File: config.mk
export PLATFORM = sky130hd
export DESIGN_NAME = dht_bcd_formatter
export DESIGN_NICKNAME = d
export VERILOG_FILES = /design/src/rtl/dht_bcd_formatter_pkg.sv /design/src/rtl/dht_bcd_formatter_bin2bcd_seq.sv /design/src/rtl/dht_bcd_formatter.sv
export SDC_FILE = /design/constraint.sdc
export NUM_CORES = 1
export LEC_CHECK = 0
export BUFFER_PORTS_ARGS = -buffer_cell sky130_fd_sc_hd__buf_2
export CAP_MARGIN = 30
export CORE_UTILIZATION = 24
export DETAILED_ROUTE_END_ITERATION = 7
export PLACE_DENSITY = 0.43
export SYNTH_ARGS = -nofsm -noshare
export SYNTH_HDL_FRONTEND = slang
export SYNTH_HIERARCHICAL = 1
export SYNTH_SLANG_ARGS = --single-unit
File: constraint.sdc
create_clock -name iClk -period 2.3 [get_ports iClk]
set_input_delay 0.23 -clock iClk [delete_from_list [all_inputs] [get_ports iClk]]
set_output_delay 0.23 -clock iClk [all_outputs]
set_load 0.005 [all_outputs]
File: src/rtl/dht_bcd_formatter_pkg.sv
// Shared types and constants for the DHT reading to BCD formatter.
// State encoding, clamp defaults, BCD field layout and converter sizing.
package dht_bcd_formatter_pkg;

  typedef enum logic [1:0] {
    ST_IDLE   = 2'd0,
    ST_CONV_H = 2'd1,
    ST_CONV_T = 2'd2,
    ST_DONE   = 2'd3
  } state_e;

  localparam int SAT_INT_DEF  = 99;
  localparam int SAT_DEC_DEF  = 9;
  localparam int CNV_BITS_DEF = 8;

  localparam int NIB_W      = 4;
  localparam int BCD_W      = 12;
  localparam int TENS_LSB   = 8;
  localparam int UNITS_LSB  = 4;
  localparam int TENTHS_LSB = 0;

  localparam int CNT_W = 3;

  function automatic logic [7:0] sat8(input logic [7:0] val, input logic [7:0] lim);
    return (val > lim) ? lim : val;
  endfunction

  function automatic logic [BCD_W-1:0] pack_bcd(input logic [NIB_W-1:0] tens,
                                                input logic [NIB_W-1:0] units,
                                                input logic [NIB_W-1:0] tenths);
    logic [BCD_W-1:0] res;
    res = '0;
    res[TENS_LSB   +: NIB_W] = tens;
    res[UNITS_LSB  +: NIB_W] = units;
    res[TENTHS_LSB +: NIB_W] = tenths;
    return res;
  endfunction

endpackage

File: src/rtl/dht_bcd_formatter_bin2bcd_seq.sv
// Sequential shift-add-3 binary to BCD converter, one bit per clock.
// oDone flags the cycle whose edge completes the last iteration; oBcd then carries the result.
module bin2bcd_seq
  import dht_bcd_formatter_pkg::*;
#(
  parameter int BIN_W = 8
) (
  input  logic             iClk,
  input  logic             iRst,
  input  logic             iStart,
  input  logic [BIN_W-1:0] iBin,
  output logic [BCD_W-1:0] oBcd,
  output logic             oDone
);

  logic [BIN_W-1:0] bin_q, bin_d, bin_step;
  logic [BCD_W-1:0] bcd_q, bcd_d, bcd_adj, bcd_step;
  logic [CNT_W-1:0] cnt_q, cnt_d;
  logic             run_q, run_d;

  always_comb begin
    bcd_adj = bcd_q;
    for (int i = 0; i < BCD_W / NIB_W; i++) begin
      if (bcd_q[i*NIB_W +: NIB_W] >= 4'd5) begin
        bcd_adj[i*NIB_W +: NIB_W] = bcd_q[i*NIB_W +: NIB_W] + 4'd3;
      end
    end
    {bcd_step, bin_step} = {bcd_adj, bin_q} << 1;

    bin_d = bin_q;
    bcd_d = bcd_q;
    cnt_d = cnt_q;
    run_d = run_q;
    // A start wins over a finishing run so the converter can be re-armed back to back.
    if (iStart) begin
      bin_d = iBin;
      bcd_d = '0;
      cnt_d = CNT_W'(BIN_W - 1);
      run_d = 1'b1;
    end else if (run_q) begin
      bin_d = bin_step;
      bcd_d = bcd_step;
      cnt_d = cnt_q - 1'b1;
      run_d = (cnt_q != '0);
    end
  end

  always_ff @(posedge iClk or negedge iRst) begin
    if (!iRst) begin
      bin_q <= '0;
      bcd_q <= '0;
      cnt_q <= '0;
      run_q <= 1'b0;
    end else begin
      bin_q <= bin_d;
      bcd_q <= bcd_d;
      cnt_q <= cnt_d;
      run_q <= run_d;
    end
  end

  assign oBcd  = bcd_step;
  assign oDone = run_q && (cnt_q == '0);

endmodule

File: src/rtl/dht_bcd_formatter.sv
// Captures a DHT reading, clamps it, converts both integer bytes to BCD and presents packed digits.
// Optional temperature min/max tracking is built when DHT_MINMAX_EN is defined.
//
// state   | meaning
// IDLE    | waiting for iDone; captures clamped bytes and starts humidity conversion
// CONV_H  | converter running on humidity integer
// CONV_T  | converter running on temperature integer
// DONE    | publish BCD outputs, overflow and valid pulse
module dht_bcd_formatter
  import dht_bcd_formatter_pkg::*;
#(
  parameter int SAT_INT  = SAT_INT_DEF,
  parameter int SAT_DEC  = SAT_DEC_DEF,
  parameter int CNV_BITS = CNV_BITS_DEF
) (
  input  logic              iClk,
  input  logic              iRst,
  input  logic              iDone,
  input  logic [7:0]        iHumid_Int,
  input  logic [7:0]        iHumid_Dec,
  input  logic [7:0]        iTemp_Int,
  input  logic [7:0]        iTemp_Dec,
  output logic [BCD_W-1:0]  oHumid_Bcd,
  output logic [BCD_W-1:0]  oTemp_Bcd,
  output logic              oValid,
  output logic              oBusy,
  output logic              oOvr,
  output logic [BCD_W-1:0]  oTemp_Min_Bcd,
  output logic [BCD_W-1:0]  oTemp_Max_Bcd
);

  localparam logic [7:0] SAT_INT_B = 8'(SAT_INT);
  localparam logic [7:0] SAT_DEC_B = 8'(SAT_DEC);

  state_e           state_q, state_d;
  logic [7:0]       t_int_q, t_int_d;
  logic [3:0]       h_dec_q, h_dec_d, t_dec_q, t_dec_d;
  logic             ovr_pend_q, ovr_pend_d;
  logic [7:0]       h_tu_q, h_tu_d, t_tu_q, t_tu_d;
  logic [BCD_W-1:0] humid_bcd_q, humid_bcd_d, temp_bcd_q, temp_bcd_d;
  logic             valid_q, valid_d, busy_q, busy_d, ovr_q, ovr_d;

  logic [7:0]          sat_h_int, sat_t_int, sat_h_dec, sat_t_dec;
  logic                clamp_any;
  logic                cnv_start, cnv_done;
  logic [CNV_BITS-1:0] cnv_op;
  logic [BCD_W-1:0]    cnv_bcd;
  logic                unused_hundreds;

  bin2bcd_seq #(.BIN_W(CNV_BITS)) u_cnv (
    .iClk   (iClk),
    .iRst   (iRst),
    .iStart (cnv_start),
    .iBin   (cnv_op),
    .oBcd   (cnv_bcd),
    .oDone  (cnv_done)
  );

  // Hundreds digit is always zero once inputs are clamped to 99.
  assign unused_hundreds = ^cnv_bcd[BCD_W-1:8];

  always_comb begin
    sat_h_int = sat8(iHumid_Int, SAT_INT_B);
    sat_t_int = sat8(iTemp_Int,  SAT_INT_B);
    sat_h_dec = sat8(iHumid_Dec, SAT_DEC_B);
    sat_t_dec = sat8(iTemp_Dec,  SAT_DEC_B);
    clamp_any = (iHumid_Int > SAT_INT_B) || (iTemp_Int > SAT_INT_B) ||
                (iHumid_Dec > SAT_DEC_B) || (iTemp_Dec > SAT_DEC_B);

    state_d     = state_q;
    t_int_d     = t_int_q;
    h_dec_d     = h_dec_q;
    t_dec_d     = t_dec_q;
    ovr_pend_d  = ovr_pend_q;
    h_tu_d      = h_tu_q;
    t_tu_d      = t_tu_q;
    humid_bcd_d = humid_bcd_q;
    temp_bcd_d  = temp_bcd_q;
    valid_d     = 1'b0;
    busy_d      = busy_q;
    ovr_d       = ovr_q;
    cnv_start   = 1'b0;
    cnv_op      = CNV_BITS'(sat_h_int);

    case (state_q)
      ST_IDLE: begin
        // The cycle right after a publish is still blocked so a stale done cannot retrigger.
        if (iDone && !valid_q) begin
          t_int_d    = sat_t_int;
          h_dec_d    = sat_h_dec[3:0];
          t_dec_d    = sat_t_dec[3:0];
          ovr_pend_d = clamp_any;
          cnv_start  = 1'b1;
          busy_d     = 1'b1;
          state_d    = ST_CONV_H;
        end
      end
      ST_CONV_H: begin
        if (cnv_done) begin
          h_tu_d    = cnv_bcd[7:0];
          cnv_start = 1'b1;
          cnv_op    = CNV_BITS'(t_int_q);
          state_d   = ST_CONV_T;
        end
      end
      ST_CONV_T: begin
        if (cnv_done) begin
          t_tu_d  = cnv_bcd[7:0];
          state_d = ST_DONE;
        end
      end
      ST_DONE: begin
        humid_bcd_d = pack_bcd(h_tu_q[7:4], h_tu_q[3:0], h_dec_q);
        temp_bcd_d  = pack_bcd(t_tu_q[7:4], t_tu_q[3:0], t_dec_q);
        ovr_d       = ovr_pend_q;
        valid_d     = 1'b1;
        busy_d      = 1'b0;
        state_d     = ST_IDLE;
      end
      default: state_d = ST_IDLE;
    endcase
  end

  always_ff @(posedge iClk or negedge iRst) begin
    if (!iRst) begin
      state_q     <= ST_IDLE;
      t_int_q     <= '0;
      h_dec_q     <= '0;
      t_dec_q     <= '0;
      ovr_pend_q  <= 1'b0;
      h_tu_q      <= '0;
      t_tu_q      <= '0;
      humid_bcd_q <= '0;
      temp_bcd_q  <= '0;
      valid_q     <= 1'b0;
      busy_q      <= 1'b0;
      ovr_q       <= 1'b0;
    end else begin
      state_q     <= state_d;
      t_int_q     <= t_int_d;
      h_dec_q     <= h_dec_d;
      t_dec_q     <= t_dec_d;
      ovr_pend_q  <= ovr_pend_d;
      h_tu_q      <= h_tu_d;
      t_tu_q      <= t_tu_d;
      humid_bcd_q <= humid_bcd_d;
      temp_bcd_q  <= temp_bcd_d;
      valid_q     <= valid_d;
      busy_q      <= busy_d;
      ovr_q       <= ovr_d;
    end
  end

  assign oHumid_Bcd = humid_bcd_q;
  assign oTemp_Bcd  = temp_bcd_q;
  assign oValid     = valid_q;
  assign oBusy      = busy_q;
  assign oOvr       = ovr_q;

`ifdef DHT_MINMAX_EN
  logic [11:0]      mm_key;
  logic [11:0]      min_key_q, min_key_d, max_key_q, max_key_d;
  logic [BCD_W-1:0] min_bcd_q, min_bcd_d, max_bcd_q, max_bcd_d;
  logic             mm_init_q, mm_init_d;

  always_comb begin
    mm_key    = {t_int_q, t_dec_q};
    min_key_d = min_key_q;
    max_key_d = max_key_q;
    min_bcd_d = min_bcd_q;
    max_bcd_d = max_bcd_q;
    mm_init_d = mm_init_q;
    if (state_q == ST_DONE) begin
      if (!mm_init_q || (mm_key < min_key_q)) begin
        min_key_d = mm_key;
        min_bcd_d = temp_bcd_d;
      end
      if (!mm_init_q || (mm_key > max_key_q)) begin
        max_key_d = mm_key;
        max_bcd_d = temp_bcd_d;
      end
      mm_init_d = 1'b1;
    end
  end

  always_ff @(posedge iClk or negedge iRst) begin
    if (!iRst) begin
      min_key_q <= '0;
      max_key_q <= '0;
      min_bcd_q <= '0;
      max_bcd_q <= '0;
      mm_init_q <= 1'b0;
    end else begin
      min_key_q <= min_key_d;
      max_key_q <= max_key_d;
      min_bcd_q <= min_bcd_d;
      max_bcd_q <= max_bcd_d;
      mm_init_q <= mm_init_d;
    end
  end

  assign oTemp_Min_Bcd = min_bcd_q;
  assign oTemp_Max_Bcd = max_bcd_q;
`else
  assign oTemp_Min_Bcd = '0;
  assign oTemp_Max_Bcd = '0;
`endif

endmodule

==> key figures <==
Setup path
  • Slowest CP cell: dfrtp_1
  • Critical path arrival: around 2.2 ns
  • Startpoint type of the worst setup path: register
  • Worst r2r src: u_cnv/cnt_q[0]$_DFFE_PN0P_
  • CP required: approximately 2.5 ns
  • CP Capture Type: register
  • Worst-path cell chain: inv_1, ha_1, nand2b_1, nor2_1, nand2_1, nand2_1, buf_4, nand4b_1, o311ai_1
  • R2r endpoint: u_cnv/bcd_q[1]$_DFFE_PN0P_
  • Type of the worst setup path: register to register
  • Setup slack, reg-to-reg: approximately 0.33 ns
  • Reg2reg path depth: 9
  • Top Family by Delay on Critical Path: simple AND/OR/NAND/NOR gates
  • Crit Path Max Fanout: 25
  • Most frequent CP cell: nand2_1
  • Worst Path Buf+Inv: 2
  • Slowest stage delay, CP: ~0.4 ns

STA
  • Hold Fails Final Rpt: 0
  • Post-route clock skew: 0.00847 ns
  • Unrepaired setup endpoints after global routing: no
  • Tightest Pin Transition: approximately 0.58 ns
  • Max Clk Rate: 0.508 GHz
  • Max-slew violations: 0
  • Final TNS setup: 0 ns
  • Min Tclk post-route: between 1.5 and 2 ns
  • Rel. slew slack: 61.2%
  • PnR worst setup slack: ~0.33 ns
  • Tcrit/Tclk final: about 86%
  • Final setup fails: 0

Worst hold path
  • Worst Hold Depth: 3
  • Hold WC Path Type: input pin to register
  • Hold EP: h_dec_q[0]$_DFFE_PN0P_
  • HP Start: iHumid_Dec[0]

Pwr
  • Int Pwr: between 3 and 4 mW
  • Switch share: 33.2%
  • Maximum vdd drop: a little under 400 uV
  • Clk network pwr share: between 20% and 30%
  • Psw: 1.95 mW
  • Tot Pwr: between 5 and 6 mW
  • Static Leak: 2.35 nW
  • Sequential Power Share: around two fifths
  • Power Density: between 1000 and 1500 nW/um^2
  • Comb pwr share: 33.8%

Placement
  • Gpl congestion: about 0.68
  • Post-DP HPWL: 5910 um
  • Placed cells: ~640
  • Post-Place Setup Slack: about 0.33 ns
  • Number of buffers added on ports: a little over 60

Cells and area
  • Layout net count: approximately 480
  • Share of layout cells above drive strength 1: approximately 29%
  • Layout fillers: 1693
  • Finished Layout Cells: ~660
  • Register Area: 2050 um^2
  • Most common cell after layout, fill and taps aside: dfrtp_1
  • Commonest non-fill, non-tap cells in the layout: 82 x dfrtp_1, 68 x nand2_1, 60 x buf_2, 35 x mux2_2, 24 x conb_1
  • # diodes: 0
  • Area of the multi-input gates: 1640 um^2
  • Fin util: 29.7%
  • Layout Area Growth over Synthesis: 20.1%

GRT
  • Largest net degree at the start of global routing: 45
  • Initial antenna violation count: 0
  • Total congestion overflow: 0
  • Vias in the first global route: about 2700
  • Global-route wire length before repair: approximately 13000 um
  • Total GRT Usage: 10.4%

Synth
  • Synthesized instance count: 374
  • Avg Cell Area, Syn: around 11 um^2
  • Syn. warnings: 6
  • Synthesized area: about 3900 um^2

Floorplan
  • Die width: 130 um
  • Starting density of the core: between 20% and 30%
  • Die Y: 130 um
  • Die Footprint: 16900 um^2
  • # rows: 46
  • IO Count: 86
  • Core Area: around 16000 um^2

Clock network
  • Root Buffer: clkbuf_16
  • Num CTS Buffers: 9
  • Insertion delay to the later sink of the worst-skew pair: about 0.34 ns
  • Reg clk slew, reported paths: ~0.06 ns
  • TritonCTS clock tree: yes
  • CTS sink count: around 80
  • H-tree lvl count: 3
  • Post-CTS Setup Inserts: 0
  • Clock buffer depth: 2

Route
  • # DRC: 0
  • TritonRoute pass-1 iters: 4
  • Drt initial violations: roughly 100
  • Total routed wirelength: between 8000 and 9000 um
  • Final ANT Viol Nets: 0
  • DR vias/cell: about 4.2
  • Vias: approximately 2700
  • Wirelength per Cell: around 13 um

Job
  • Max Cap Violations: 0

Status
  • Status: completed
[how the worst max path moves through the flow]
stage	start	endpoint	slack [ns]	cells after the start
5_1_grt	u_cnv/cnt_q[0]$_DFFE_PN0P_	u_cnv/bcd_q[1]$_DFFE_PN0P_	0.10	9
3_3_place_gp	u_cnv/cnt_q[0]$_DFFE_PN0P_	u_cnv/bcd_q[1]$_DFFE_PN0P_	0.41	9
3_5_place_dp	u_cnv/cnt_q[0]$_DFFE_PN0P_	u_cnv/bcd_q[1]$_DFFE_PN0P_	0.33	9
2_1_floorplan	u_cnv/cnt_q[0]$_DFFE_PN0P_	u_cnv/bcd_q[1]$_DFFE_PN0P_	0.36	10
4_1_cts	u_cnv/cnt_q[0]$_DFFE_PN0P_	u_cnv/bcd_q[1]$_DFFE_PN0P_	0.30	9
6_report	u_cnv/cnt_q[0]$_DFFE_PN0P_	u_cnv/bcd_q[1]$_DFFE_PN0P_	0.33	9
[area by class of cell]
| type | instances | share of cell area, % |
|---|---|---|
| Clock buffer | 10 | 5.05 |
| Timing Repair Buffer | 71 | 8.40 |
| Inverter | 11 | 0.925 |
| Sequential cell | 82 | 43.3 |
| Clock inverter | 6 | 1.90 |
| Tap cell | 216 | 5.71 |
| Multi-Input combinational cell | 262 | 34.7 |
[registers in the layout, indices dropped and copies added (netlist names), 2 cells and up]
name / cells
u_cnv/cnt_q: 3
oHumid_Bcd: 12
t_int_q: 8
u_cnv/bcd_q: 8
t_dec_q: 4
h_tu_q: 8
state_q: 2
oTemp_Bcd: 12
t_tu_q: 8
u_cnv/bin_q: 8
h_dec_q: 4
[worst register-to-register path, stage by stage (launching register included)]
cell	delay [ns]
dfrtp_1	0.39
inv_1	0.09
ha_1	0.14
nand2b_1	0.07
nor2_1	0.26
nand2_1	0.12
nand2_1	0.24
buf_4	0.30
nand4b_1	0.15
o311ai_1	0.09
[through the flow]
stage	cell area (um^2)	hold slack (ns)
after floorplan	4030	-0.0656
after global placement	4400	0.262
after detailed placement	4400	0.266
after CTS	4730	0.0997
after global routing	4730	0.103
final	4730	0.116
[timing repair]
| action | 4_1_cts | 5_1_grt |
|---|---|---|
| gates resized for setup | 0 | 0 |
| hold buffers | 1 | 0 |
| endpoints found under the hold margin | 43 | 0 |
[power by group through the flow]
stage	registers, mW	clock network (mW)	logic (mW)
after global placement	2.33	0	1.97
after CTS	2.32	1.63	2.03
after detailed placement	2.34	0	2.01
after floorplan	2.26	0	1.50
after global routing	2.39	1.68	2.24
final	2.32	1.57	1.98
[layer usage]
layer  track usage [%]  wire, um
met2              16.4      3820
met5                 0         0
met3              4.43       512
met1              12.9      3830
met4              2.87        78
(Power assumes the default switching activity.)
